<file path="src/rtl/boot_loader.sv">
// Boot loader: streams program words from an upstream valid/ready source into
// instruction memory, then releases the CPU. Optional macro: BOOT_LOADER_CHECKSUM_EN.
//
// state   | meaning
// --------+---------------------------------------------------------------
// S_IDLE  | after reset, waiting for the first load request
// S_LOAD  | accepting program beats and writing them to instruction memory
// S_CHECK | one-cycle verification slot after the final beat
// S_RUN   | program loaded, CPU start held high
// S_ERROR | overflow or checksum failure, waiting for a new load request
module boot_loader #(
  parameter int DEPTH  = 256,
  parameter int ADDR_W = 8
) (
  input  logic              clk_i,
  input  logic              rst_i,
  input  logic              load_req_i,
  input  logic              data_valid_i,
  input  logic [31:0]       data_i,
  input  logic              data_last_i,
  output logic              data_ready_o,
  output logic              imem_we_o,
  output logic [ADDR_W-1:0] imem_addr_o,
  output logic [31:0]       imem_data_o,
  output logic              start_o,
  output logic              busy_o,
  output logic              err_o,
  output logic [ADDR_W:0]   word_count_o
);

  typedef enum logic [2:0] {
    S_IDLE  = 3'd0,
    S_LOAD  = 3'd1,
    S_CHECK = 3'd2,
    S_RUN   = 3'd3,
    S_ERROR = 3'd4
  } state_t;

  localparam logic [ADDR_W:0] DEPTH_C = (ADDR_W+1)'(DEPTH);
  localparam logic [ADDR_W:0] LAST_C  = (ADDR_W+1)'(DEPTH - 1);
  localparam logic [ADDR_W:0] ONE_C   = (ADDR_W+1)'(1);

  state_t          state, state_nxt;
  logic [ADDR_W:0] word_count;
  logic            accept;
  logic            wr_beat;
  logic            start_load;

`ifdef BOOT_LOADER_CHECKSUM_EN
  logic [31:0]     csum_acc;
  logic            csum_ok;
`endif

  assign word_count_o = word_count;

  always_ff @(posedge clk_i or negedge rst_i) begin
    if (!rst_i) begin
      state <= S_IDLE;
    end else begin
      state <= state_nxt;
    end
  end

  always_comb begin
    state_nxt    = state;
    data_ready_o = 1'b0;
    start_o      = 1'b0;
    busy_o       = 1'b0;
    err_o        = 1'b0;
    accept       = 1'b0;
    wr_beat      = 1'b0;
    start_load   = 1'b0;
    case (state)
      S_IDLE: begin
        if (load_req_i) begin
          state_nxt  = S_LOAD;
          start_load = 1'b1;
        end
      end
      S_LOAD: begin
        busy_o       = 1'b1;
        data_ready_o = (word_count < DEPTH_C);
        accept       = data_valid_i && data_ready_o;
        if (accept) begin
`ifdef BOOT_LOADER_CHECKSUM_EN
          // The last beat carries the checksum and never reaches memory.
          if (data_last_i) begin
            state_nxt = S_CHECK;
          end else begin
            wr_beat = 1'b1;
            if (word_count == LAST_C) begin
              state_nxt = S_ERROR;
            end
          end
`else
          wr_beat = 1'b1;
          if (data_last_i) begin
            state_nxt = S_CHECK;
          end else if (word_count == LAST_C) begin
            state_nxt = S_ERROR;
          end
`endif
        end
      end
      S_CHECK: begin
        busy_o = 1'b1;
`ifdef BOOT_LOADER_CHECKSUM_EN
        state_nxt = csum_ok ? S_RUN : S_ERROR;
`else
        state_nxt = S_RUN;
`endif
      end
      S_RUN: begin
        start_o = 1'b1;
        if (load_req_i) begin
          state_nxt  = S_LOAD;
          start_load = 1'b1;
        end
      end
      S_ERROR: begin
        err_o = 1'b1;
        if (load_req_i) begin
          state_nxt  = S_LOAD;
          start_load = 1'b1;
        end
      end
      default: begin
        state_nxt = S_IDLE;
      end
    endcase
  end

  // Write port and counter update together so the address is the pre-increment count.
  always_ff @(posedge clk_i or negedge rst_i) begin
    if (!rst_i) begin
      imem_we_o   <= 1'b0;
      imem_addr_o <= '0;
      imem_data_o <= '0;
      word_count  <= '0;
    end else begin
      imem_we_o <= wr_beat;
      if (start_load) begin
        word_count <= '0;
      end else if (wr_beat) begin
        word_count <= word_count + ONE_C;
      end
      if (wr_beat) begin
        imem_addr_o <= word_count[ADDR_W-1:0];
        imem_data_o <= data_i;
      end
    end
  end

`ifdef BOOT_LOADER_CHECKSUM_EN
  always_ff @(posedge clk_i or negedge rst_i) begin
    if (!rst_i) begin
      csum_acc <= '0;
      csum_ok  <= 1'b0;
    end else begin
      if (start_load) begin
        csum_acc <= '0;
        csum_ok  <= 1'b0;
      end else if (accept && !data_last_i) begin
        csum_acc <= csum_acc + data_i;
      end else if (accept && data_last_i) begin
        csum_ok <= (csum_acc == data_i);
      end
    end
  end
`endif

endmodule

</file>
<file path="config.mk">
export PLATFORM = sky130hd
export DESIGN_NAME = boot_loader
export DESIGN_NICKNAME = d
export VERILOG_FILES = /design/src/rtl/boot_loader.sv
export SDC_FILE = /design/constraint.sdc
export NUM_CORES = 1
export LEC_CHECK = 0
export CORE_UTILIZATION = 42
export DETAILED_ROUTE_END_ITERATION = 16
export PLACE_DENSITY = 0.79
export SETUP_SLACK_MARGIN = 0.02
export SLEW_MARGIN = 20
export SYNTH_ARGS = -nofsm -noshare
export SYNTH_HDL_FRONTEND = slang
export SYNTH_SLANG_ARGS = --single-unit
</file>
<file path="constraint.sdc">
create_clock -name clk_i -period 2.7 [get_ports clk_i]
set_input_delay 0.405 -clock clk_i [delete_from_list [all_inputs] [get_ports clk_i]]
set_output_delay 0.405 -clock clk_i [all_outputs]
set_load 0.02 [all_outputs]
</file>
After elaboration in Yosys (flattened, before gate mapping)
Cells that the tools add are included.
W data, S select, Z words.
- register bits: 53
- input port bits: 37
- add/sub/neg operators: 1
- order comparisons: 1
- eq/ne operators: 8
- mux-type cells: 15
- reduce and logical (&&, ||, !) cells: 6
- operators with widths (operator ; number):
    $mux W9 ; 2
    $mux W3 ; 4
    $add A9 B1 Y9 const B ; 1
    $eq A9 B8 Y1 const B ; 1
    $lt A9 B9 Y1 const B ; 1
    $pmux W3 S3 ; 1
    $mux W1 ; 8
    $eq A3 B2 Y1 const B ; 2
    $eq A3 B1 Y1 const B ; 1
    $eq A3 B3 Y1 const B ; 1
    $logic_not A3 Y1 ; 1
    $ne A3 B3 Y1 const B ; 1
    $reduce_and A3 Y1 ; 1
    $reduce_or A3 Y1 ; 1
    $ne A2 B1 Y1 const B ; 1
    $ne A2 B2 Y1 const B ; 1
    $reduce_bool A2 Y1 ; 1
    $reduce_or A2 Y1 ; 1
    $logic_and A1 B1 Y1 ; 1

Logic depth before layout (Yosys ltp)
Gate-level depths: netlist of run 1.
- depth after elaboration: 6
- gate-level depth with buffers: 9

Worst setup path after synthesis of run 1
No wires, ideal clock.
- kind: register -> register
- start: reg state[1]
- end: reg imem_data_o[10]
- library setup time: 0.125 ns
- arrival time: 1.884 ns
- data required time: 2.575 ns
- setup slack: 0.692 ns
- cell stages (with the launch flop): 9
- clock period less this slack: 2.008 ns
- path through: dfrtp_1 > buf_6 > or4b_1 > buf_6 > inv_6 > nand2_4 > inv_2 > buf_4 > mux2_2
- word-level cells in the longest chain between the ends: 2
- RTL lines (element ; line ; source):
    from (decl) ; 43 ; state_t state, state_nxt;
    from (signal assigned) ; 60 ; state <= state_nxt;
    $eq A3 B1 Y1 ; 73 ; case (state)
    $mux W1 ; 73 ;
    to (signal assigned) ; 149 ; imem_data_o <= data_i;
    to (decl) ; 24 ; output logic [31:0] imem_data_o,
No other way between the ends.
A chain may end at the register's enable or synchronous reset.

Final worst setup path of run 1
- start: reg state[2]
- end: out data_ready_o
- word-level cells in the longest chain between the ends: 2
- RTL lines (element ; line ; source):
    $eq A3 B1 Y1 ; 73 ;
    $mux W1 ; 73 ;
    to (decl) ; 21 ; output logic data_ready_o,
No other way between the ends.

==> qor.yml, run 1 <==
critical_path:
  endpoint_kind: "output pin"
  critPathKind: "flop to output pin"
  reg2reg_depth: 6
  r2r_end: "imem_data_o[11]"
  critical_path_arrival_ns: 2.17
  crit_required_ns: 2.30
  cp-start-kind: "flop"
  regToRegSetupSlack_ns: 0.42
  worstPathMaxFanout: 8
  regToRegStartpoint: "state[2]"
timing:
  grt_setup_unrepaired: "false"
  hold_viol: 0
  fin_tns_setup_ns: 0
  fin_worst_skew_ns: 0.002620
  slew_viol_final: 0
  worst_slack_ns: 0.1228
  fmax_ghz: 0.3880
  tightest_slew_ns: 0.6965
  finalCritPeriodShare_pct: 95.45
  min_period_ns: 2.577
  finalSetupViolCount: 0
  slew-limit-headroom_pct: 53.57
pwr:
  peakVddDrop_uv: 636.2
  p_per_area_mw_per_mm2: 1112
  p_leak_nw: 1.355
hold_path:
  hold_class: "input pin to async pin"
synth:
  synth_cell_types: 31
  synth_nets: 199
  synth-seq-cells: 53
  synth_mux_area_share_pct: 20.59
  synth.top_cell.area_share_pct: 60.64
  synth-warning-count: 0
  yosys.area_share.adder_pct: 1.144
  synth_area_mm2: 0.002187
  synth_compound_area_share_pct: 3.490
  yosysSeqAreaShare_pct: 60.64
  synth_flop_cell: "dfrtp_1"
  synth_top_family_by_area: "multiplexers"
  synth_enable_flop_cells: 0
  postSynth.asyncResetShare_pct: 100.0
  synthTopCellsByArea: "dfrtp_1 (61%), mux2_2 (21%), xnor2_1 (2.0%), a21oi_1 (1.6%), nand2_1 (1.5%)"
  postSynthAreaPerCell_um2: 13.67
  synth_area_leader_cell: "dfrtp_1"
  netlist_instances: 160
  yosys.area_share.simple_pct: 8.295
  synth_xor_area_share_pct: 2.403
route:
  wl_met3_um: 292
  drt-total-wl_um: 4486
  wl_met2_um: 2208
  num_vias: 1567
  drt_iter0_drc: 39
  antenna_left: 0
  dr.pass1.iters: 4
  drc: 0
  vias_per_cell: 4.897
  met1_length_um: 1953
  routedWlPerCell_um: 14.02
  highest_layer: "met4"
final_layout:
  nFillCells: 407
  final_cells: 320
  stdcell_area_mm2: 0.003244
  drive_above_1_share_pct: 22.13
  post-route-util_pct: 66.49
  diodes: 0
  syn_to_final_growth_pct: 48.34
  regArea_mm2: 0.001326
  multi_input_area_um2: 785.8
  finalNetCount: 291
global_route:
  grt_usage_pct: 17.38
  gr-total-overflow: 0
  grt_max_degree: 32
  grt_pass1_wl_um: 7286
  antenna_found_initial: 0
  grt_pass1_vias: 1630
placed_design:
  dp_slack_ns: 0.4287
  postPlaceCellArea_mm2: 0.003143
  dp_hpwl_um: 3312
  portBuffers: 90
  placedCellCount: 312
  place_congestion: 0.7851
clock_network:
  clk_latency_ns: 0.29
  path_clk_slew_ns: 0.09
  post_cts_resized: 0
  numCtsBuffers: 5
  cts.htree.levels: 2
  postCtsSetupBuffers: 0
  clockBufferDepth: 2
  cts_sinks: 53
  clockRootBuffer: "clkbuf_8"
  post_cts_hold_buffer_count: 0
  cts_tree: "done"
status:
  status: "finished clean"
floorplanning:
  io_pins: 91
  core_mm2: 0.004880
  row_count: 25
  start_util_pct: 44.82
  die_h_um: 74.16
  die_w_um: 74.16
  dieArea_mm2: 0.005500
flow_run:
  maxCapViolations: 0
[synthesized netlist by cell type, types with 3 or more instances]
cell type / count
dfrtp_1: 53
mux2_2: 40
nand2_1: 9
nor2_1: 9
a21oi_1: 7
xnor2_1: 5
buf_4: 3
nand3_1: 3
nor3_1: 3
[cell usage in the layout, fill, tap and decap left out, types with 2 or more instances in the layout]
master	instances
ha_1	2
nand2_1	9
a21oi_1	7
nor2_1	9
buf_4	2
nand3_1	3
clkbuf_8	7
o21ai_0	2
xnor2_1	5
nor3_1	3
dfrtp_1	53
mux2_2	40
clkdlybuf4s50_1	89
or3_1	2
nand4_1	2
[sequential cells by signal (all words and copies together) (netlist names)]
name / flops
state: 3
imem_we_o: 1
word_count_o: 9
imem_addr_o: 8
imem_data_o: 32
[cell type report]
cell class / instances / share of cell area (%)
clock inverter: 1 / 0.1543
inverter: 3 / 0.5014
sequential: 53 / 40.88
timing repair buffer: 93 / 28.69
tap: 67 / 2.584
clock buffer: 7 / 2.970
multi-input combinational: 96 / 24.22
[worst max path at each step]
stage / slack, ns / startpoint / endpoint / cells past startpoint
floorplan: 0.69 / state[1] / imem_data_o[10] / 8
global placement: 0.46 / state[2] / data_ready_o / 3
detailed placement: 0.43 / state[2] / imem_data_o[27] / 6
CTS: 0.11 / state[2] / data_ready_o / 3
global route: 0.06 / state[1] / data_ready_o / 3
finish: 0.12 / state[2] / data_ready_o / 3
[per-layer routing]
metal	GRT usage, %	vias to the layer above
li1	-	740
met1	21.49	772
met2	28.69	51
met3	6.233	4
met4	5.128	0
met5	0	-
[where the power goes]
group          leakage [nW]  switching (W)  internal [W]
Clock                0.0542       0.000238      0.000232
Sequential            0.660       0.000194       0.00110
Combinational         0.641       0.000866      0.000973
Total                  1.36        0.00130       0.00231
[worst max-delay path, cell delays in order, from the launching register on]
cell             delay [ns]
dfrtp_1                0.45
or4b_1                 0.70
inv_6                  0.12
clkdlybuf4s50_1        0.60
[per-stage QoR]
stage | power (W) | hold WS, ns
after floorplan | 0.002356 | 0.1094
after global placement | 0.003123 | 0.4887
after detailed placement | 0.003169 | 0.4933
after CTS | 0.003647 | 0.1805
after global routing | 0.003814 | 0.2252
final | 0.003607 | 0.1492
[kinds of logic (layout without fill, tap and decap cells)]
family,count (synthesis),in the layout
DFF,53,53
muxes,40,40
and+or+nand+nor,35,35
AOI/OAI and AO/OA,13,13
buffers and inverters,11,104
xor gates and xnor gates,6,6
adders and majority gates,2,2
(Power assumes the default switching activity.)
==> inputs of run 2 (changes only) <==
==> constraint.sdc (replaced) <==
create_clock -name clk_i -period 2.7 [get_ports clk_i]
set_input_delay 0.27 -clock clk_i [delete_from_list [all_inputs] [get_ports clk_i]]
set_output_delay 0.27 -clock clk_i [all_outputs]
set_load 0.02 [all_outputs]
==> run 2 against run 1 <==
Effect of this change: power fell by 0.93%; final cell count fell by 0.31%; wire length rose by 0.76%.
==> qor.yml, run 2 (synthesis results as in run 1) <==
status:
  status: "finished clean"
placed_design:
  dp_hpwl_um: 3299  # -0.38%
  dp_slack_ns: 0.4323  # +0.003518 ns
  place_congestion: 0.7996  # +1.8%
  portBuffers: 90  # unchanged
timing:
  finalCritPeriodShare_pct: 91.53  # -3.9 points
  slew_viol_final: 0  # unchanged
  fin_tns_setup_ns: 0  # unchanged
  fmax_ghz: 0.4047  # +4.3%
  worst_slack_ns: 0.2287  # +0.1060 ns
  min_period_ns: 2.471  # -0.1060 ns
  hold_viol: 0  # unchanged
  tightest_slew_ns: 0.5528  # -0.1437 ns
  grt_setup_unrepaired: "false"
  finalSetupViolCount: 0  # unchanged
  slew-limit-headroom_pct: 63.15  # +9.6 points
  fin_worst_skew_ns: 0.005599  # +0.002978 ns
critical_path:
  regToRegSetupSlack_ns: 0.42  # about the same
  cp-start-kind: "flop"
  crit_required_ns: 2.43  # +0.13 ns
  regToRegStartpoint: "state[2]"
  critPathKind: "flop to output pin"
  endpoint_kind: "output pin"
  worstPathMaxFanout: 8  # unchanged
  critical_path_arrival_ns: 2.20  # +0.03 ns
  r2r_end: "imem_data_o[7]"
  reg2reg_depth: 6  # unchanged
final_layout:
  regArea_mm2: 0.001326  # unchanged
  largest_register: "imem_data_o"
  diodes: 0  # unchanged
  final_common_cell: "clkdlybuf4s50_1"
  largest_register_ffs: 32  # unchanged
  nFillCells: 413  # +1.5%
  syn_to_final_growth_pct: 47.77
  drive_above_1_share_pct: 21.03  # -1.1 points
  layout_common_cells: "clkdlybuf4s50_1 (89), dfrtp_1 (53), mux2_2 (40), nor2_1 (9), nand2_1 (9)"
  finalNetCount: 291  # unchanged
  multi_input_area_um2: 785.8  # unchanged
floorplanning:
  dieArea_mm2: 0.005500  # unchanged
  die_h_um: 74.16  # unchanged
  row_count: 25  # unchanged
  die_w_um: 74.16  # unchanged
  io_pins: 91  # unchanged
  core_mm2: 0.004880  # unchanged
  start_util_pct: 44.82  # unchanged
hold_path:
  hold_class: "input pin to async pin"
route:
  antenna_left: 0  # unchanged
  dr.pass1.iters: 4  # unchanged
  drt-total-wl_um: 4520  # +0.76%
  vias_per_cell: 4.991  # +1.9%
  num_vias: 1592  # +1.6%
  drt_iter0_drc: 60  # +54%
  routedWlPerCell_um: 14.17  # +1.1%
  drc: 0  # unchanged
clock_network:
  cts.htree.levels: 2  # unchanged
  postCtsSetupBuffers: 0  # unchanged
  cts_sinks: 53  # unchanged
  numCtsBuffers: 5  # unchanged
  clockBufferDepth: 2  # unchanged
  post_cts_resized: 0  # unchanged
  clockRootBuffer: "clkbuf_8"
  clk_latency_ns: 0.30  # about the same
  cts_tree: "done"
  path_clk_slew_ns: 0.09  # about the same
global_route:
  grt_usage_pct: 18.03  # +0.65 points
  gr-total-overflow: 0  # unchanged
  grt_max_degree: 32  # unchanged
  grt_pass1_wl_um: 7403  # +1.6%
  grt_pass1_vias: 1577  # -3.3%
  antenna_found_initial: 0  # unchanged
pwr:
  p_leak_nw: 1.345  # -0.78%
  peakVddDrop_uv: 636.6  # about the same
  p_per_area_mw_per_mm2: 1106  # -0.54%
flow_run:
  maxCapViolations: 0  # unchanged
-- run 2: changes by cell type in the layout (fill, tap and decap cells not counted) --
cell	before	now
clkbuf_1	0	1
buf_4	2	1
clkbuf_8	7	6
dlygate4sd3_1	0	1
clkinv_2	1	0
-- run 2: critical path, stage by stage, from the launching register on --
cell             delay (ns)
dfrtp_1                0.46
or4b_1                 0.70
inv_6                  0.12
clkdlybuf4s50_1        0.62
-- run 2: how the worst max path moves through the flow --
| stage | from | end | cells after the start |
|---|---|---|---|
| after global placement | state[2] | imem_data_o[10] | 6 |
| after CTS | state[2] | data_ready_o | 3 |
| final | state[2] | data_ready_o | 3 |
| after detailed placement | state[2] | imem_data_o[7] | 6 |
| after global routing | state[2] | data_ready_o | 3 |
| after floorplan | state[1] | imem_data_o[10] | 8 |
-- run 2: through the flow --
step                      hold WS [ns]  utilization [%]  cell area, um2  cells  power, W
after floorplan               -0.02559                -            2187    160  0.002356
after global placement          0.2893            64.26            3136    311  0.003124
after detailed placement        0.2961            64.26            3136    311  0.003164
after CTS                       0.5142            66.23            3232    319  0.003619
after global routing            0.5269            66.23            3232    319  0.003785
final                           0.4951            66.23            3232    319  0.003573
-- run 2: area by class of cell --
cell class / count / share of cell area, %
Tap cell: 67 / 2.594
Sequential cell: 53 / 41.04
Multi-Input combinational cell: 96 / 24.31
Inverter: 3 / 0.5033
Clock buffer: 7 / 2.671
Timing Repair Buffer: 93 / 28.88
-- run 2: report_power, final --
group | switching [W] | internal [W] | total [W] | leakage [nW]
clock | 0.000239 | 0.000204 | 0.000443 | 0.0443
sequential | 0.000195 | 0.00110 | 0.00130 | 0.660
combinational | 0.000859 | 0.000972 | 0.00183 | 0.640
-- run 2: metal layers --
layer	vias to the layer above	share of wire (%)	track usage, %
li1	743	-	-
met1	792	41	23.27
met2	55	51	28.18
met3	2	7.3	6.369
met4	0	0.51	6.410
met5	-	0	0
-- run 2: timing repair --
item                                   CTS  global route
hold buffers                             1             0
endpoints found under the hold margin   24             0
setup endpoints to repair                0             0
